### config.mk
export PLATFORM = sky130hd
export DESIGN_NAME = hex_disp_ctrl_flat
export DESIGN_NICKNAME = d
export VERILOG_FILES = /design/src/rtl/hex_disp_ctrl_pkg.sv /design/src/rtl/hex_disp_ctrl_if.sv /design/src/rtl/hex_disp_ctrl_bin2bcd.sv /design/src/rtl/hex_disp_ctrl.sv /design/src/flat_wrapper.sv
export SDC_FILE = /design/constraint.sdc
export NUM_CORES = 1
export LEC_CHECK = 0
export CAP_MARGIN = 10
export CORE_MARGIN = 1.5
export CORE_UTILIZATION = 60
export DETAILED_ROUTE_END_ITERATION = 12
export DONT_BUFFER_PORTS = 1
export PLACE_DENSITY = 0.76
export SLEW_MARGIN = 5
export SYNTH_ARGS = -nofsm -noshare
export SYNTH_HDL_FRONTEND = slang
export SYNTH_SLANG_ARGS = --single-unit
export TNS_END_PERCENT = 100
### constraint.sdc
create_clock -name clk -period 3.03 [get_ports clk]
set_clock_uncertainty 0.05 [all_clocks]
set_input_delay 0.1515 -clock clk [delete_from_list [all_inputs] [get_ports clk]]
set_output_delay 0.1515 -clock clk [all_outputs]
set_load 0.05 [all_outputs]
### src/rtl/hex_disp_ctrl_pkg.sv
// Shared parameters, FSM encoding and BCD helper for the hex/decimal display controller.
package hex_disp_ctrl_pkg;

  localparam int          NUM_DIGITS = 6;
  localparam int          VALUE_W    = 20;
  localparam int unsigned DEC_MAX    = 999999;

  typedef enum logic [1:0] {
    ST_IDLE   = 2'd0,
    ST_CONV   = 2'd1,
    ST_COMMIT = 2'd2
  } state_t;

  // Shift-add-3 correction applied to each BCD digit before every shift.
  function automatic logic [3:0] add3(input logic [3:0] d);
    return (d >= 4'd5) ? d + 4'd3 : d;
  endfunction

endpackage

### src/rtl/hex_disp_ctrl_if.sv
// Request/result bundle between a display client and hex_disp_ctrl.
interface hex_disp_ctrl_if #(
  parameter int NUM_DIGITS = hex_disp_ctrl_pkg::NUM_DIGITS,
  parameter int VALUE_W    = hex_disp_ctrl_pkg::VALUE_W
);
  logic [VALUE_W-1:0]      value;
  logic                    load;
  logic                    mode;
  logic                    lzb;
  logic [NUM_DIGITS-1:0]   dotin;
  logic [4*NUM_DIGITS-1:0] digits;
  logic [NUM_DIGITS-1:0]   en;
  logic [NUM_DIGITS-1:0]   dot;
  logic                    busy;
  logic                    done;
  logic                    ovf;

  modport master (
    output value, load, mode, lzb, dotin,
    input  digits, en, dot, busy, done, ovf
  );

  modport slave (
    input  value, load, mode, lzb, dotin,
    output digits, en, dot, busy, done, ovf
  );
endinterface

### src/rtl/hex_disp_ctrl_bin2bcd.sv
// Sequential shift-add-3 binary to BCD converter, one input bit per cycle.
// done flags the cycle whose closing edge performs the final shift.
module bin2bcd_seq #(
  parameter int VALUE_W    = hex_disp_ctrl_pkg::VALUE_W,
  parameter int NUM_DIGITS = hex_disp_ctrl_pkg::NUM_DIGITS
) (
  input  logic                    clk,
  input  logic                    rst,
  input  logic                    start,
  input  logic [VALUE_W-1:0]      bin,
  output logic                    busy,
  output logic                    done,
  output logic [4*NUM_DIGITS-1:0] bcd
);
  import hex_disp_ctrl_pkg::*;

  localparam int DW = 4*NUM_DIGITS;
  localparam int CW = $clog2(VALUE_W+1);

  logic [VALUE_W-1:0] bin_q;
  logic [DW-1:0]      bcd_q;
  logic [DW-1:0]      adj;
  logic [CW-1:0]      cnt;

  always_comb begin
    adj = '0;
    for (int i = 0; i < NUM_DIGITS; i++) begin
      adj[4*i +: 4] = add3(bcd_q[4*i +: 4]);
    end
  end

  always_ff @(posedge clk) begin
    if (rst) begin
      busy  <= 1'b0;
      cnt   <= '0;
      bin_q <= '0;
      bcd_q <= '0;
    end else if (start) begin
      busy  <= 1'b1;
      cnt   <= '0;
      bin_q <= bin;
      bcd_q <= '0;
    end else if (busy) begin
      bcd_q <= {adj[DW-2:0], bin_q[VALUE_W-1]};
      bin_q <= {bin_q[VALUE_W-2:0], 1'b0};
      cnt   <= cnt + 1'b1;
      if (cnt == CW'(VALUE_W-1)) begin
        busy <= 1'b0;
      end
    end
  end

  assign done = busy && (cnt == CW'(VALUE_W-1));
  assign bcd  = bcd_q;

endmodule

### src/rtl/hex_disp_ctrl.sv
// Converts a binary value to hex or decimal digit nibbles with blanking and decimal points,
// publishing all display outputs together on a single commit edge.
module hex_disp_ctrl #(
  parameter int NUM_DIGITS = hex_disp_ctrl_pkg::NUM_DIGITS,
  parameter int VALUE_W    = hex_disp_ctrl_pkg::VALUE_W
) (
  input  logic           clk,
  input  logic           rst,
  hex_disp_ctrl_if.slave bus
);
  import hex_disp_ctrl_pkg::*;

  localparam int DW = 4*NUM_DIGITS;
  localparam int IW = (NUM_DIGITS > 1) ? $clog2(NUM_DIGITS) : 1;

  state_t state_q, state_d;
  logic   stage_q;
  logic   accept, bcd_start, prep, commit_fire;
  logic   bcd_busy, bcd_done;
  logic [DW-1:0] bcd;

  logic [VALUE_W-1:0]    cap_value;
  logic                  cap_mode, cap_lzb;
  logic [NUM_DIGITS-1:0] cap_dotin;

  logic [DW-1:0]         src_dig, dig_c, res_dig, dig_q;
  logic [NUM_DIGITS-1:0] en_c, dot_c, res_en, res_dot, en_q, dot_q;
  logic                  ovf_c, res_ovf, ovf_q, done_q;
  logic [IW-1:0]         top;

  bin2bcd_seq #(.VALUE_W(VALUE_W), .NUM_DIGITS(NUM_DIGITS)) u_bcd (
    .clk   (clk),
    .rst   (rst),
    .start (bcd_start),
    .bin   (bus.value),
    .busy  (bcd_busy),
    .done  (bcd_done),
    .bcd   (bcd)
  );

  // COMMIT spans two cycles: stage 0 registers the result, stage 1 publishes it.
  always_ff @(posedge clk) begin
    if (rst) begin
      state_q <= ST_IDLE;
      stage_q <= 1'b0;
    end else begin
      state_q <= state_d;
      stage_q <= (state_q == ST_COMMIT) && !stage_q;
    end
  end

  always_comb begin
    state_d = state_q;
    case (state_q)
      ST_IDLE:   if (bus.load) state_d = bus.mode ? ST_CONV : ST_COMMIT;
      ST_CONV:   if (bcd_done) state_d = ST_COMMIT;
      ST_COMMIT: if (stage_q)  state_d = ST_IDLE;
      default:   state_d = ST_IDLE;
    endcase
  end

  always_comb begin
    accept      = (state_q == ST_IDLE) && bus.load;
    bcd_start   = accept && bus.mode;
    prep        = (state_q == ST_COMMIT) && !stage_q;
    commit_fire = (state_q == ST_COMMIT) && stage_q;
  end

  // Blanking keeps every digit up to the highest nonzero digit or requested dot.
  always_comb begin
    ovf_c   = cap_mode && (32'(cap_value) > DEC_MAX);
    src_dig = cap_mode ? bcd : DW'(cap_value);
    top     = '0;
    for (int i = 0; i < NUM_DIGITS; i++) begin
      if (src_dig[4*i +: 4] != 4'd0 || cap_dotin[i]) top = IW'(i);
    end
    en_c = '0;
    for (int i = 0; i < NUM_DIGITS; i++) begin
      en_c[i] = !cap_lzb || (IW'(i) <= top);
    end
    dig_c = src_dig;
    dot_c = cap_dotin;
    if (ovf_c) begin
      dig_c = '0;
      en_c  = '0;
      dot_c = '0;
    end
  end

  always_ff @(posedge clk) begin
    if (rst) begin
      cap_value <= '0;
      cap_mode  <= 1'b0;
      cap_lzb   <= 1'b0;
      cap_dotin <= '0;
      res_dig   <= '0;
      res_en    <= '0;
      res_dot   <= '0;
      res_ovf   <= 1'b0;
      dig_q     <= '0;
      en_q      <= '0;
      dot_q     <= '0;
      ovf_q     <= 1'b0;
      done_q    <= 1'b0;
    end else begin
      done_q <= commit_fire;
      if (accept) begin
        cap_value <= bus.value;
        cap_mode  <= bus.mode;
        cap_lzb   <= bus.lzb;
        cap_dotin <= bus.dotin;
      end
      if (prep) begin
        res_dig <= dig_c;
        res_en  <= en_c;
        res_dot <= dot_c;
        res_ovf <= ovf_c;
      end
      if (commit_fire) begin
        dig_q <= res_dig;
        en_q  <= res_en;
        dot_q <= res_dot;
        ovf_q <= res_ovf;
      end
    end
  end

  assign bus.digits = dig_q;
  assign bus.en     = en_q;
  assign bus.dot    = dot_q;
  assign bus.ovf    = ovf_q;
  assign bus.done   = done_q;
  assign bus.busy   = (state_q != ST_IDLE) || bcd_busy;

endmodule

### src/flat_wrapper.sv
// flat-port wrapper written by rule: the top's interface ports become plain ports
module hex_disp_ctrl_flat import hex_disp_ctrl_pkg::*;
#(
  parameter int NUM_DIGITS = hex_disp_ctrl_pkg::NUM_DIGITS,
  parameter int VALUE_W    = hex_disp_ctrl_pkg::VALUE_W
)
  (clk, rst, bus_value, bus_load, bus_mode, bus_lzb, bus_dotin, bus_digits, bus_en, bus_dot, bus_busy, bus_done, bus_ovf);
  hex_disp_ctrl_if #(.NUM_DIGITS(NUM_DIGITS), .VALUE_W(VALUE_W)) bus_i ();
  input  logic clk;
  input  logic rst;
  input wire logic [$bits(bus_i.value)-1:0] bus_value;
  input wire logic [$bits(bus_i.load)-1:0] bus_load;
  input wire logic [$bits(bus_i.mode)-1:0] bus_mode;
  input wire logic [$bits(bus_i.lzb)-1:0] bus_lzb;
  input wire logic [$bits(bus_i.dotin)-1:0] bus_dotin;
  output wire logic [$bits(bus_i.digits)-1:0] bus_digits;
  output wire logic [$bits(bus_i.en)-1:0] bus_en;
  output wire logic [$bits(bus_i.dot)-1:0] bus_dot;
  output wire logic [$bits(bus_i.busy)-1:0] bus_busy;
  output wire logic [$bits(bus_i.done)-1:0] bus_done;
  output wire logic [$bits(bus_i.ovf)-1:0] bus_ovf;
  assign bus_i.value = bus_value;
  assign bus_i.load = bus_load;
  assign bus_i.mode = bus_mode;
  assign bus_i.lzb = bus_lzb;
  assign bus_i.dotin = bus_dotin;
  assign bus_digits = bus_i.digits;
  assign bus_en = bus_i.en;
  assign bus_dot = bus_i.dot;
  assign bus_busy = bus_i.busy;
  assign bus_done = bus_i.done;
  assign bus_ovf = bus_i.ovf;
  hex_disp_ctrl #(.NUM_DIGITS(NUM_DIGITS), .VALUE_W(VALUE_W)) u_core (.clk(clk), .rst(rst), .bus(bus_i));
endmodule
Word level (Yosys, flattened, before mapping)
Cells that the tools add are included.
Widths: inputs -> output; s select.
{"block": "word_totals", "regBits": 156, "input_bits": 31, "output_inout_bits": 39}
{"block": "op_classes", "add_sub_neg": 7, "n_lt_le_gt_ge": 13, "n_eq_ne": 6, "mux": 25, "reduce_logical": 30}
{"cell": "$mux 24", "count": 2}
{"cell": "$mux 20", "count": 2}
{"cell": "$ge 4x3->1 const B", "count": 6}
{"cell": "$add 4x2->4 const B", "count": 5}
{"cell": "$gt 20x20->1 const B", "count": 1}
{"cell": "$mux 4", "count": 5}
{"cell": "$reduce_bool 4->1", "count": 5}
{"cell": "$logic_or 1x1->1", "count": 12}
{"cell": "$mux 2", "count": 6}
{"cell": "$mux 6", "count": 2}
{"cell": "$mux 3", "count": 3}
{"cell": "$le 1x3->1 const A", "count": 2}
{"cell": "$le 2x3->1 const A", "count": 2}
{"cell": "$le 3x3->1 const A", "count": 2}
{"cell": "$logic_and 1x1->1", "count": 6}
{"cell": "$pmux 2 s3", "count": 1}
{"cell": "$add 5x1->5 const B", "count": 1}
{"cell": "$eq 5x5->1 const B", "count": 1}
{"cell": "$mux 1", "count": 4}
{"cell": "$ne 2x1->1 const B", "count": 2}
{"cell": "$reduce_bool 2->1", "count": 2}
{"cell": "$add 3x2->3 const B", "count": 1}
{"cell": "$reduce_and 3->1", "count": 1}
{"cell": "$eq 2x1->1 const B", "count": 1}
{"cell": "other kinds (5)", "count": 6}

Logic depth before layout (Yosys ltp)
Gate-level depths: netlist of the first run.
{"block": "depth", "depth_word": 11, "ltp_mapped": 8, "ltp_nobuf": 7}

Cells and area by module
Synthesis of the first run repeated with hierarchy kept, for this count alone.
{"block": "unflattened", "cells_unflattened": 780, "area_unflattened_um2": 6752.7}
{"module": "hex_disp_ctrl", "instances": 1, "cells_each": 468, "area_per_inst_um2": 3965.1, "seq_area_each_um2": 2122.0}
{"module": "bin2bcd_seq", "instances": 1, "cells_each": 312, "area_per_inst_um2": 2787.7, "seq_area_each_um2": 1001.0}

Worst setup path after synthesis of the first run
Ideal clock, no wire load.
{"block": "synth_timing", "path_type": "reg2reg", "startpoint": "register u_core.cap_mode", "endpoint": "register u_core.res_en[2]", "setup_time_ns": 0.117, "t_arrival_ns": 1.632, "required_ns": 2.863, "slack_ns": 1.231, "path_stages_with_launch": 6, "path_buffers": 1, "period_less_slack_ns": 1.799, "path_cell_list": "dfxtp_1 -> clkbuf_1 -> mux2_2 -> or4_4 -> nand2b_1 -> a22o_1"}
{"block": "synth_via", "elab_chain_cells": 11, "elab_cells_between_ends": 20, "cone_classes": "order compare: 1; mux: 7; reduce/logical: 12"}
{"element": "start: declaration", "line_no": "hex_disp_ctrl.sv:23", "rtl": "logic cap_mode, cap_lzb;"}
{"element": "start signal: assignment", "line_no": "hex_disp_ctrl.sv:109", "rtl": "cap_mode <= bus.mode;"}
{"element": "$mux 24", "line_no": "hex_disp_ctrl.sv:72", "rtl": "src_dig = cap_mode ? bcd : DW'(cap_value);"}
{"element": "$reduce_bool 4->1", "line_no": "hex_disp_ctrl.sv:75", "rtl": "if (src_dig[4*i +: 4] != 4'd0 || cap_dotin[i]) top = IW'(i);"}
{"element": "$logic_or 1x1->1", "line_no": "hex_disp_ctrl.sv:75"}
{"element": "$mux 1", "line_no": "hex_disp_ctrl.sv:75"}
{"element": "$mux 2 (2 in a row)", "line_no": "hex_disp_ctrl.sv:75"}
{"element": "$mux 3 (2 in a row)", "line_no": "hex_disp_ctrl.sv:75"}
{"element": "$le 2x3->1", "line_no": "hex_disp_ctrl.sv:79", "rtl": "en_c[i] = !cap_lzb || (IW'(i) <= top);"}
{"element": "$logic_or 1x1->1", "line_no": "hex_disp_ctrl.sv:79"}
{"element": "$mux 6 *", "line_no": "hex_disp_ctrl.sv:83", "rtl": "if (ovf_c) begin"}
{"element": "end signal: assignment", "line_no": "hex_disp_ctrl.sv:115", "rtl": "res_en <= en_c;"}
{"element": "end: declaration", "line_no": "hex_disp_ctrl.sv:27", "rtl": "logic [NUM_DIGITS-1:0] en_c, dot_c, res_en, res_dot, en_q, dot_q;"}
Every way passes the cells marked *; elsewhere a longest branch is shown, timed or not.
A chain may end at the register's enable or synchronous reset.

Final worst setup path of the first run
{"block": "layout_timing", "startpoint": "register u_core.state_q[1]", "endpoint": "register u_core.u_bcd.busy"}
{"block": "layout_via", "elab_chain_cells": 4}
{"element": "start: declaration", "line_no": "hex_disp_ctrl.sv:16", "rtl": "state_t state_q, state_d;"}
{"element": "start signal: assignment", "line_no": "hex_disp_ctrl.sv:47", "rtl": "state_q <= state_d;"}
{"element": "$logic_not 2->1", "line_no": "hex_disp_ctrl.sv:63", "rtl": "accept = (state_q == ST_IDLE) && bus.load;"}
{"element": "$logic_and 1x1->1", "line_no": "hex_disp_ctrl.sv:63"}
{"element": "$logic_and 1x1->1", "line_no": "hex_disp_ctrl.sv:64", "rtl": "bcd_start = accept && bus.mode;"}
{"element": "$mux 1", "line_no": "hex_disp_ctrl_bin2bcd.sv:38", "rtl": "end else if (start) begin"}
{"element": "end signal: assignment", "line_no": "hex_disp_ctrl_bin2bcd.sv:34", "rtl": "busy <= 1'b0;"}
{"element": "end signal: assignment", "line_no": "hex_disp_ctrl_bin2bcd.sv:39", "rtl": "busy <= 1'b1;"}
{"element": "end signal: assignment", "line_no": "hex_disp_ctrl_bin2bcd.sv:48", "rtl": "busy <= 1'b0;"}
{"element": "end: declaration", "line_no": "hex_disp_ctrl_bin2bcd.sv:11", "rtl": "output logic busy,"}
No other way between the ends.

==> summary.md, run 1 <==
| Metric | Value |
|---|---|
| Clock sinks | 156 |
| Yosys Warn Count | 0 |
| Max Root-Sink Buffers | 2 |
| DR WL met2 | 7.34 mm |
| Hold Vio Cnt, Final | 0 |
| Worst Path Required | 3.40 ns |
| Met1 WL | 6.58 mm |
| Critical path startpoint | u_core.state_q[1] |
| Crit path top cell by count | dlygate4sd3_1 |
| Status | complete, no violations |
| Core box area | 10300 um^2 |
| Met3 wire len | 827 um |
| EDFF count, synth | 0 |
| CP Cell Sequence | nor2_1, and2_1, nand2_1, dlygate4sd3_1, a21oi_1, dlygate4sd3_1 |
| Slew headroom | 33.5% |
| Sw frac | 23.5% |
| Largest net degree at the start of global routing | 92 |
| Site Rows | 37 |
| # nets final | 796 |
| DP HPWL | 9.50 mm |
| Gate power share | 7.7% |
| Clock period minus final worst setup slack | 2.29 ns |
| Root Buffer Master | clkbuf_8 |
| Critical Path AT | 2.65 ns |
| Max Freq | 437 MHz |
| Highest routed layer | met4 |
| Total Routed Length | 15.1 mm |
| VDD IR-drop max | 0.371 mV |
| Worst-Skew Late Latency | 0.53 ns |
| Seq/Total Area, Yosys | 49.2% |
| Post_cts resized | 0 |
| Syn Area/Cell | 8.61 um^2 |
| First-pass GRT wire length | 24.6 mm |
| Die Span Y | 106 um |
| Total track usage | 28.0% |
| Grt ovf | 0 |
| Psw | 1.10 mW |
| Total Power | 4.69 mW |
| Vias per Instance | 5.75 |
| CP startpoint kind | flop |
| Worst hold path stage count | 3 |
| Crit Reg-Reg Startpoint | u_core.state_q[1] |
| H-tree depth | 4 |
| Post-synth top area cell | dfxtp_1 |
| Type of the worst min-delay path | input port to flop |
| Max-cap violations | 0 |
| TritonCTS clock tree | yes |
| Via count | 5189 |
| Netlist cell types | 47 |
| Starting density of the core | 61.8% |
| Crit-path slowest cell | dlygate4sd3_1 |
| Maximum fanout along the worst path | 8 |
| R2R setup slack | 0.74 ns |
| DIE WIDTH | 106 um |
| Design area | 7370 um^2 |
| Fin cells | 903 |
| Placed cell count | 833 |
| Fin crit share | 75.5% |
| WS Path Type | flop to flop |
| Post-route antenna net violation count | 0 |
| Max-slew violation count | 0 |
| Worst setup EP type | flop |
| Ys flop type | dfxtp_1 |
| Num CTS Buffers | 17 |
| Die area | 11200 um^2 |
| Syn_nets | 781 |
| Min-Delay Startpoint | rst |
| RSZ-0062 raised after global routing | no |
| Post-CTS setup buffers | 0 |
| Commonest non-fill, non-tap cells in the layout | nand2_1, dfxtp_1, a21oi_1 |
| Routed len/inst | 16.7 um |
| GPL Wtd Cong | 0.842 |
| Cell area after synthesis | 6350 um^2 |
| Share of power burned in registers | 46.8% |
| DRT Pass-1 Iters | 5 |
| Ys async rst share | 0% |
| Post-place instance area | 6380 um^2 |
| Slew @ Worst Pin | 0.994 ns |
| Clock Power Share | 45.5% |
| Pwr dens | 637 nW/um^2 |
| Largest stage delay on the critical path | 0.62 ns |
| IO Port Bufs | 0 |
| Top Ports | 70 |
| Area Overhead vs Synth | 16.1% |
| Top cells by area, synth | dfxtp_1, nand2_1, mux2i_1 |
| Drt drc | 0 |
| Lkg Pwr | 2.63 nW |
| Initial antenna violation count | 1 |
| Reg2reg path depth | 6 |
| Post-CTS Hold Fix Bufs | 36 |
| Vias in the first global route | 4952 |
| Share of layout cells above drive strength 1 | 6.27% |
| Final Setup Violations | 0 |
| Commonest non-fill, non-tap cell in the layout | nand2_1 |
| Syn Inst Count | 737 |
| Clock transition at path regs | 0.07 ns |
| Setup TNS | 0 ns |
| Top cell type's share of synthesized area | 49.2% |
| Yosys reg bits | 156 |
| Internal power | 3.59 mW |
| Initial drt markers | 368 |
[power by group through the flow]
stage | combinational [mW] | sequential [mW] | clock, mW
floorplan | 0.264 | 2.20 | 0
global placement | 0.275 | 2.23 | 0
detailed placement | 0.285 | 2.23 | 0
CTS | 0.351 | 2.19 | 2.16
global route | 0.394 | 2.20 | 2.24
finish | 0.360 | 2.19 | 2.14
[layer usage]
layer | up-vias | track usage, %
met2 | 148 | 45.3
met5 | - | 0
met3 | 35 | 7.73
met1 | 2455 | 35.5
met4 | 0 | 11.1
li1 | 2551 | -
[final timing paths]
path | to
max | u_core.u_bcd.busy
min | u_core.u_bcd.bcd[14]
max reg2reg | u_core.u_bcd.busy
min reg2reg | u_core.res_en[0]
[cells by family after synthesis]
family	count (synthesis)	share of synthesized area [%]
buf+inv	61	3.88
mux	49	7.75
flops	156	49.2
xor+xnor	15	2.07
fa+ha+maj	13	2.56
compound gates	171	16.1
simple gates	272	18.5
[synthesized netlist by cell type, types with 2 or more instances]
master    instances
a211oi_1         19
a21o_1            6
xor2_1            3
nor2_1           43
nor4_1            3
xnor2_1          12
buf_2             5
nand3b_1          4
mux2i_1          48
ha_1             13
a22o_2            2
nor2b_1           5
a21oi_1          82
inv_1            12
nand2_1         173
dfxtp_1         156
nor3_1            2
a22o_1            8
nor4b_1           2
o21ai_0          36
clkbuf_1         38
nand2b_1         13
buf_4             3
a32o_1            4
o211ai_1          5
nand4_1           3
nand3_1          15
buf_1             3
[layout make-up]
type / count / area, um^2
sequential: 156 / 3120
multi-input combinational: 520 / 2980
fill: 770 / 2910
clock buffer: 22 / 463
timing repair buffer: 45 / 445
tap: 136 / 170
clock inverter: 10 / 138
inverter: 12 / 45.0
antenna: 2 / 5.00
[per-stage QoR]
stage / util [%] / hold slack [ns] / worst slack (ns)
global route: 71.7 / 0.0971 / 0.586
CTS: 71.6 / 0.0501 / 0.803
global placement: 62.1 / 0.177 / 0.946
detailed placement: 62.1 / 0.178 / 0.940
finish: 71.7 / 0.0748 / 0.743
floorplan: - / 0.193 / 1.23
[state kept, by name, indices dropped and copies added (netlist names), 6 cells and up]
name and count:
u_core.bus.dot 6, u_core.cap_value 20, u_core.u_bcd.bin_q 20, u_core.res_dig 24, u_core.res_en 6, u_core.u_bcd.bcd 24
u_core.bus.en 6, u_core.bus.digits 24, u_core.res_dot 6, u_core.cap_dotin 6
[worst max-delay path, delay by kind of cell, from the launching register on]
family / cells / cell delay, ns
AOI/OAI and AO/OA: 1 / 0.08
buffers and inverters: 2 / 1.19
and+or+nand+nor: 3 / 0.39
DFF: 1 / 0.46
Power figures use the tool's default switching activity.
==> run 2, diff against run 1 <==
ABC_AREA = 1   (was unset)
clock period = 2.3 ns   (was 3.03 ns; I/O delays follow)
==> summary.md, run 2 <==
| Metric | Value |
|---|---|
| Status | complete, no violations |
| DP HPWL | 10.4 mm (+9.7%) |
| Starting density of the core | 62.4% (+0.63 points) |
| Syn Area/Cell | 7.42 um^2 (-14%) |
| Root Buffer Master | clkbuf_8 |
| Ys async rst share | 0% (unchanged) |
| Maximum fanout along the worst path | 46 (+38) |
| Critical Path AT | 2.40 ns (-0.25 ns) |
| Lkg Pwr | 3.17 nW (+21%) |
| Via count | 5719 (+10%) |
| Top cell type's share of synthesized area | 47.8% (-1.4 points) |
| Worst Path Required | 2.67 ns (-0.73 ns) |
| WP buf/inv | 3 (+1) |
| # diodes | 0 (-2) |
| Hold Vio Cnt, Final | 0 (unchanged) |
| Slew @ Worst Pin | 1.15 ns (+0.157 ns) |
| Crit Reg-Reg Startpoint | u_core.state_q[1] |
| WS Path Type | flop to flop |
| Total track usage | 27.7% (-0.31 points) |
| Vias in the first global route | 5258 (+6.2%) |
| Routed len/inst | 14.6 um (-13%) |
| Top cells by area, synth | dfxtp_1, nand2_1, o21ai_0 |
| Area Overhead vs Synth | 15.1% |
| Commonest non-fill, non-tap cell in the layout | nand2_1 |
| Setup TNS | 0 ns (unchanged) |
| Design area | 7520 um^2 (+2.0%) |
| DRT Pass-1 Iters | 6 (+1) |
| Reg-to-reg endpoint | u_core.cap_value[5] |
| Worst setup EP type | flop |
| IO Port Bufs | 0 (unchanged) |
| H-tree depth | 4 (unchanged) |
| Max Root-Sink Buffers | 2 (unchanged) |
| # nets final | 941 (+18%) |
| Clock transition at path regs | 0.06 ns (about the same) |
| Delay-heaviest family, CP | buffers and inverters |
| Largest net degree at the start of global routing | 47 (-49%) |
| VDD IR-drop max | 0.567 mV (+53%) |
| Cell count along the critical path | 7 (+1) |
| R2R setup slack | 0.28 ns (-0.47 ns) |
| Critical path destination | u_core.cap_value[5] |
| Met1 WL | 6.76 mm (+2.7%) |
| Total Routed Length | 15.3 mm (+1.2%) |
| Max Freq | 494 MHz (+13%) |
| GPL Wtd Cong | 0.927 (+10%) |
| Yosys reg bits | 156 (unchanged) |
| Core box area | 10500 um^2 (+1.8%) |
| Yosys Warn Count | 0 (unchanged) |
| First-pass GRT wire length | 24.9 mm (+1.1%) |
| Seq/Total Area, Yosys | 47.8% (-1.4 points) |
| Post-route antenna net violation count | 0 (unchanged) |
| Fin cells | 1046 (+16%) |
| Initial antenna violation count | 0 (-1) |
| Met3 wire len | 908 um (+9.8%) |
| RSZ-0062 raised after global routing | no |
| Crit-path slowest cell | dlygate4sd3_1 |
| DIE WIDTH | 107 um (+1.4%) |
| Max-slew violation count | 0 (unchanged) |
| Worst-Skew Late Latency | 0.54 ns (about the same) |
| Syn_nets | 924 (+18%) |
| Critical path startpoint | u_core.state_q[1] |
| Share of layout cells above drive strength 1 | 6.70% (+0.43 points) |
| Ys flop type | dfxtp_1 |
| Top cells by count, synth | nand2_1, dfxtp_1, o21ai_0 |
| Fin crit share | 88.0% (+12 points) |
| Final Setup Violations | 0 (unchanged) |
| Placed cell count | 978 (+17%) |
| Initial drt markers | 382 (+3.8%) |
| Clock sinks | 156 (unchanged) |
| Num CTS Buffers | 17 (unchanged) |
| TritonCTS clock tree | yes |
| DR WL met2 | 7.26 mm (-1.1%) |
| Grt ovf | 0 (unchanged) |
| Pwr dens | 904 nW/um^2 (+42%) |
| Post-synth top area cell | dfxtp_1 |
| CP startpoint kind | flop |
| Top Ports | 70 (unchanged) |
| Die area | 11500 um^2 (+2.8%) |
| CP Cell Sequence | inv_2, nand2_2, nor2_4, inv_4, nand2_1, a21oi_1, dlygate4sd3_1 |
| Clock period minus final worst setup slack | 2.02 ns (-0.264 ns) |
| EDFF count, synth | 0 (unchanged) |
| Type of the worst min-delay path | input port to flop |
| Worst hold path stage count | 3 (unchanged) |
| Cell area after synthesis | 6530 um^2 (+2.8%) |
| Top-count cell post-synth | nand2_1 |
| Site Rows | 37 (unchanged) |
| Reg2reg path depth | 7 (+1) |
| Syn Inst Count | 880 (+19%) |
| Largest stage delay on the critical path | 0.62 ns (about the same) |
| Netlist cell types | 31 (-34%) |
| Max-cap violations | 0 (unchanged) |
| Commonest non-fill, non-tap cells in the layout | nand2_1, dfxtp_1, o21ai_0 |
| Vias per Instance | 5.47 (-4.9%) |
| Highest routed layer | met4 |
| Slew headroom | 23.2% (-10 points) |
| Drt drc | 0 (unchanged) |
| Die Span Y | 107 um (+1.4%) |
| Post-place instance area | 6550 um^2 (+2.6%) |
## run 2: cell types whose count changed after synthesis, sizes merged, moves of 11 or more
cell / delta
a211oi: -18
nor2: -16
nand3: +11
nand2: +36
xnor2: -12
mux2i: -48
nand2b: -13
inv: +98
clkbuf: -14
o21ai: +108
buf: +15
a21oi: +35
## run 2: layout make-up
| class | instances | area (um^2) |
|---|---|---|
| flip-flops and latches | 156 | 3120 |
| fillers | 838 | 2950 |
| multi-input cells | 563 | 2720 |
| repair buffers | 48 | 478 |
| clock buffers | 21 | 459 |
| inverters | 111 | 422 |
| well taps | 136 | 170 |
| clock inverters | 11 | 140 |
## run 2: cells by family after synthesis
| family | share of synthesized area [%] |
|---|---|
| flip-flops | 47.8 |
| adder cells (fa/ha/maj) | 2.49 |
| AO/OA/AOI/OAI | 21.2 |
| buffers and inverters | 10.5 |
| XOR/XNOR | 1.21 |
| AND/OR/NAND/NOR | 16.8 |
## run 2: repair_timing
action | 4_1_cts | 5_1_grt
setup endpoints to repair | 0 | 13
hold buffers | 36 | 0
resized for setup | 0 | 3
buffers inserted | 0 | 0
endpoints found under the hold margin | 60 | 0
## run 2: worst min-delay path by stage
| stage | slack (ns) | end | startpoint |
|---|---|---|---|
| 3_3_place_gp | 0.14 | u_core.cap_value[14] | rst |
| 5_1_grt | 0.23 | u_core.cap_dotin[0] | bus_dotin[0] |
| 4_1_cts | 0.20 | u_core.cap_value[5] | bus_value[5] |
| 6_report | 0.24 | u_core.cap_dotin[0] | bus_dotin[0] |
| 2_1_floorplan | 0.20 | u_core.cap_dotin[1] | bus_dotin[1] |
| 3_5_place_dp | 0.14 | u_core.cap_value[5] | rst |
## run 2: tightest hold or removal path, delay by kind of cell
family	cells	cell delay [ns]
buffers and inverters	1	0.53
and+or+nand+nor	2	0.15
## run 2: layer usage
metal | global-route usage (%) | up-vias
li1 | - | 2874
met4 | 10.8 | 0
met2 | 45.3 | 183
met5 | 0 | -
met3 | 7.45 | 31
met1 | 34.8 | 2631
## run 2: report_power, final
group / internal, mW / total (mW) / leakage (nW) / switching [mW]
sequential: 2.91 / 3.10 / 1.27 / 0.198
combinational: 0.291 / 0.878 / 1.60 / 0.587
clock: 1.74 / 2.82 / 0.298 / 1.08
total: 4.93 / 6.80 / 3.17 / 1.87
## run 2: through the flow
step | hold slack, ns | utilization, % | setup WS (ns) | power (mW)
2_1_floorplan | 0.200 | - | 0.891 | 3.77
3_3_place_gp | 0.137 | 62.6 | 0.582 | 3.91
3_5_place_dp | 0.139 | 62.6 | 0.539 | 3.94
4_1_cts | 0.201 | 71.8 | 0.0927 | 6.81
5_1_grt | 0.231 | 71.8 | 0.118 | 7.09
6_report | 0.244 | 71.8 | 0.277 | 6.80
==> run 3, diff against run 2 <==
REMOVE_ABC_BUFFERS = 1   (was unset)
==> summary.md, run 3 (synthesis results as in run 2) <==
| Metric | Value |
|---|---|
| Hold Vio Cnt, Final | 0 (unchanged) |
| Share of layout cells above drive strength 1 | 6.55% (-0.15 points) |
| GPL Wtd Cong | 0.982 (+5.9%) |
| Die area | 11500 um^2 (unchanged) |
| Sw frac | 28.9% (+1.5 points) |
| Num CTS Buffers | 17 (unchanged) |
| Largest stage delay on the critical path | 0.58 ns (-0.04 ns) |
| # nets final | 948 (+0.74%) |
| Total track usage | 28.7% (+0.97 points) |
| Delay-heaviest family, CP | simple AND/OR/NAND/NOR gates |
| Clock sinks | 156 (unchanged) |
| Clock Power Share | 38.9% (-2.5 points) |
| Gate power share | 13.9% (+1.0 points) |
| Critical Path AT | 2.48 ns (+0.08 ns) |
| Commonest non-fill, non-tap cells in the layout | nand2_1, dfxtp_1, o21ai_0 |
| Reg2reg path depth | 8 (+1) |
| Final Setup Violations | 0 (unchanged) |
| Crit-path slowest cell | dlygate4sd3_1 |
| Lkg Pwr | 3.13 nW (-1.1%) |
| Maximum fanout along the worst path | 20 (-57%) |
| Worst Path Required | 2.71 ns (+0.04 ns) |
| Site Rows | 37 (unchanged) |
| Starting density of the core | 62.4% (unchanged) |
| Initial drt markers | 473 (+24%) |
| WS Path Type | flop to flop |
| RSZ-0062 raised after global routing | no |
| First-pass GRT wire length | 26.1 mm (+4.6%) |
| Top Ports | 70 (unchanged) |
| Internal power | 4.68 mW (-5.2%) |
| DP HPWL | 10.2 mm (-1.9%) |
| # diodes | 0 (unchanged) |
| Post_cts resized | 0 (unchanged) |
| Worst-Skew Late Latency | 0.52 ns (-0.02 ns) |
| Drt drc | 0 (unchanged) |
| Largest net degree at the start of global routing | 76 (+62%) |
| Die Span Y | 107 um (unchanged) |
| Clock transition at path regs | 0.06 ns (about the same) |
| Psw | 1.90 mW (+1.9%) |
| Worst hold path stage count | 3 (unchanged) |
| Cell count along the critical path | 8 (+1) |
| Via count | 5816 (+1.7%) |
| Clock period minus final worst setup slack | 2.07 ns (+0.0473 ns) |
| H-tree depth | 4 (unchanged) |
| Root Buffer Master | clkbuf_8 |
| IO Port Bufs | 0 (unchanged) |
| Type of the worst min-delay path | input port to flop |
| Utilization after layout | 71.8% (about the same) |
| Slew headroom | 49.5% (+26 points) |
| Fin crit share | 90.0% (+2.1 points) |
| Total Routed Length | 15.7 mm (+3.0%) |
| WP buf/inv | 2 (-1) |
| # fillers | 824 (-1.7%) |
| Share of power burned in registers | 47.2% (+1.5 points) |
| DIE WIDTH | 107 um (unchanged) |
| Routed len/inst | 15.0 um (+2.5%) |
| Max Freq | 483 MHz (-2.3%) |
| Max Root-Sink Buffers | 2 (unchanged) |
| VDD IR-drop max | 0.424 mV (-25%) |
| Area Overhead vs Synth | 15.0% (about the same) |
| Commonest non-fill, non-tap cell in the layout | nand2_1 |
| Slew @ Worst Pin | 0.756 ns (-0.395 ns) |
| Post-route antenna net violation count | 0 (unchanged) |
| Max-cap violations | 0 (unchanged) |
| Vias in the first global route | 5617 (+6.8%) |
| Pwr dens | 876 nW/um^2 (-3.2%) |
| Status | complete, no violations |
| DRT Pass-1 Iters | 5 (-1) |
| Vias per Instance | 5.53 (+1.1%) |
| Initial antenna violation count | 0 (unchanged) |
| CP startpoint kind | flop |
| Grt ovf | 0 (unchanged) |
| Total Power | 6.58 mW (-3.3%) |
| Worst setup EP type | flop |
| Max-slew violation count | 0 (unchanged) |
| Core box area | 10500 um^2 (unchanged) |
| TritonCTS clock tree | yes |
| CP Cell Sequence | inv_2, nand2_2, nor2_4, nand2_4, nand2_1, o21ai_0, dlygate4sd3_1, a21oi_1 |
run 3: what timing repair did:
action / in CTS / in global routing
endpoints found under the hold margin: 53 / 0
setup buffers: 0 / 0
endpoints found under the setup margin: 0 / 0
hold buffers: 42 / 0
run 3: cell type report:
cell class	count	area [um^2]	share of cell area [%]
inverters	111	419	5.58
clock inverters	10	93.8	1.25
multi-input cells	563	2720	36.3
well taps	136	170	2.27
repair buffers	55	541	7.20
flip-flops and latches	156	3120	41.6
clock buffers	21	439	5.85
run 3: path summary, 6_finish.rpt:
kind / to / start / slack, ns
max reg2reg: u_core.u_bcd.bin_q[4] / u_core.state_q[1] / 0.23
min: u_core.cap_dotin[1] / bus_dotin[1] / 0.24
min reg2reg: u_core.res_dot[1] / u_core.res_dot[1] / 0.40
max: u_core.u_bcd.bin_q[4] / u_core.state_q[1] / 0.23
run 3: metrics by stage:
| step | setup slack, ns | instances | instance area [um^2] | setup TNS (ns) | hold slack [ns] |
|---|---|---|---|---|---|
| 4_1_cts | 0.286 | 1052 | 7510 | 0 | 0.226 |
| 3_3_place_gp | 0.475 | 979 | 6550 | 0 | 0.139 |
| 5_1_grt | 0.0942 | 1052 | 7510 | 0 | 0.255 |
| 2_1_floorplan | -0.195 | 830 | 6260 | -4.18 | 0.134 |
| 3_5_place_dp | 0.439 | 979 | 6550 | 0 | 0.141 |
| 6_report | 0.229 | 1052 | 7510 | 0 | 0.243 |
run 3: power groups by stage:
stage / clock network (mW) / registers [mW] / logic [mW]
2_1_floorplan: 0 / 3.14 / 0.555
3_3_place_gp: 0 / 3.15 / 0.771
3_5_place_dp: 0 / 3.16 / 0.801
4_1_cts: 2.56 / 3.10 / 0.901
5_1_grt: 2.70 / 3.12 / 1.03
6_report: 2.55 / 3.10 / 0.916
run 3: worst reg2reg max path, cell delays in order, from the launching register on:
cell and delay (ns):
dfxtp_1 0.34, inv_2 0.10, nand2_2 0.08, nor2_4 0.30, nand2_4 0.21, nand2_1 0.11, o21ai_0 0.08, dlygate4sd3_1 0.58
a21oi_1 0.16
run 3: metal layers:
metal  GRT usage, %  vias up  share of wire [%]
met5              0        -                  0
met4           8.86        0                1.7
met3           6.42       28                6.7
met2           49.6      237                 50
met1           35.5     2672                 42
li1               -     2879                  -
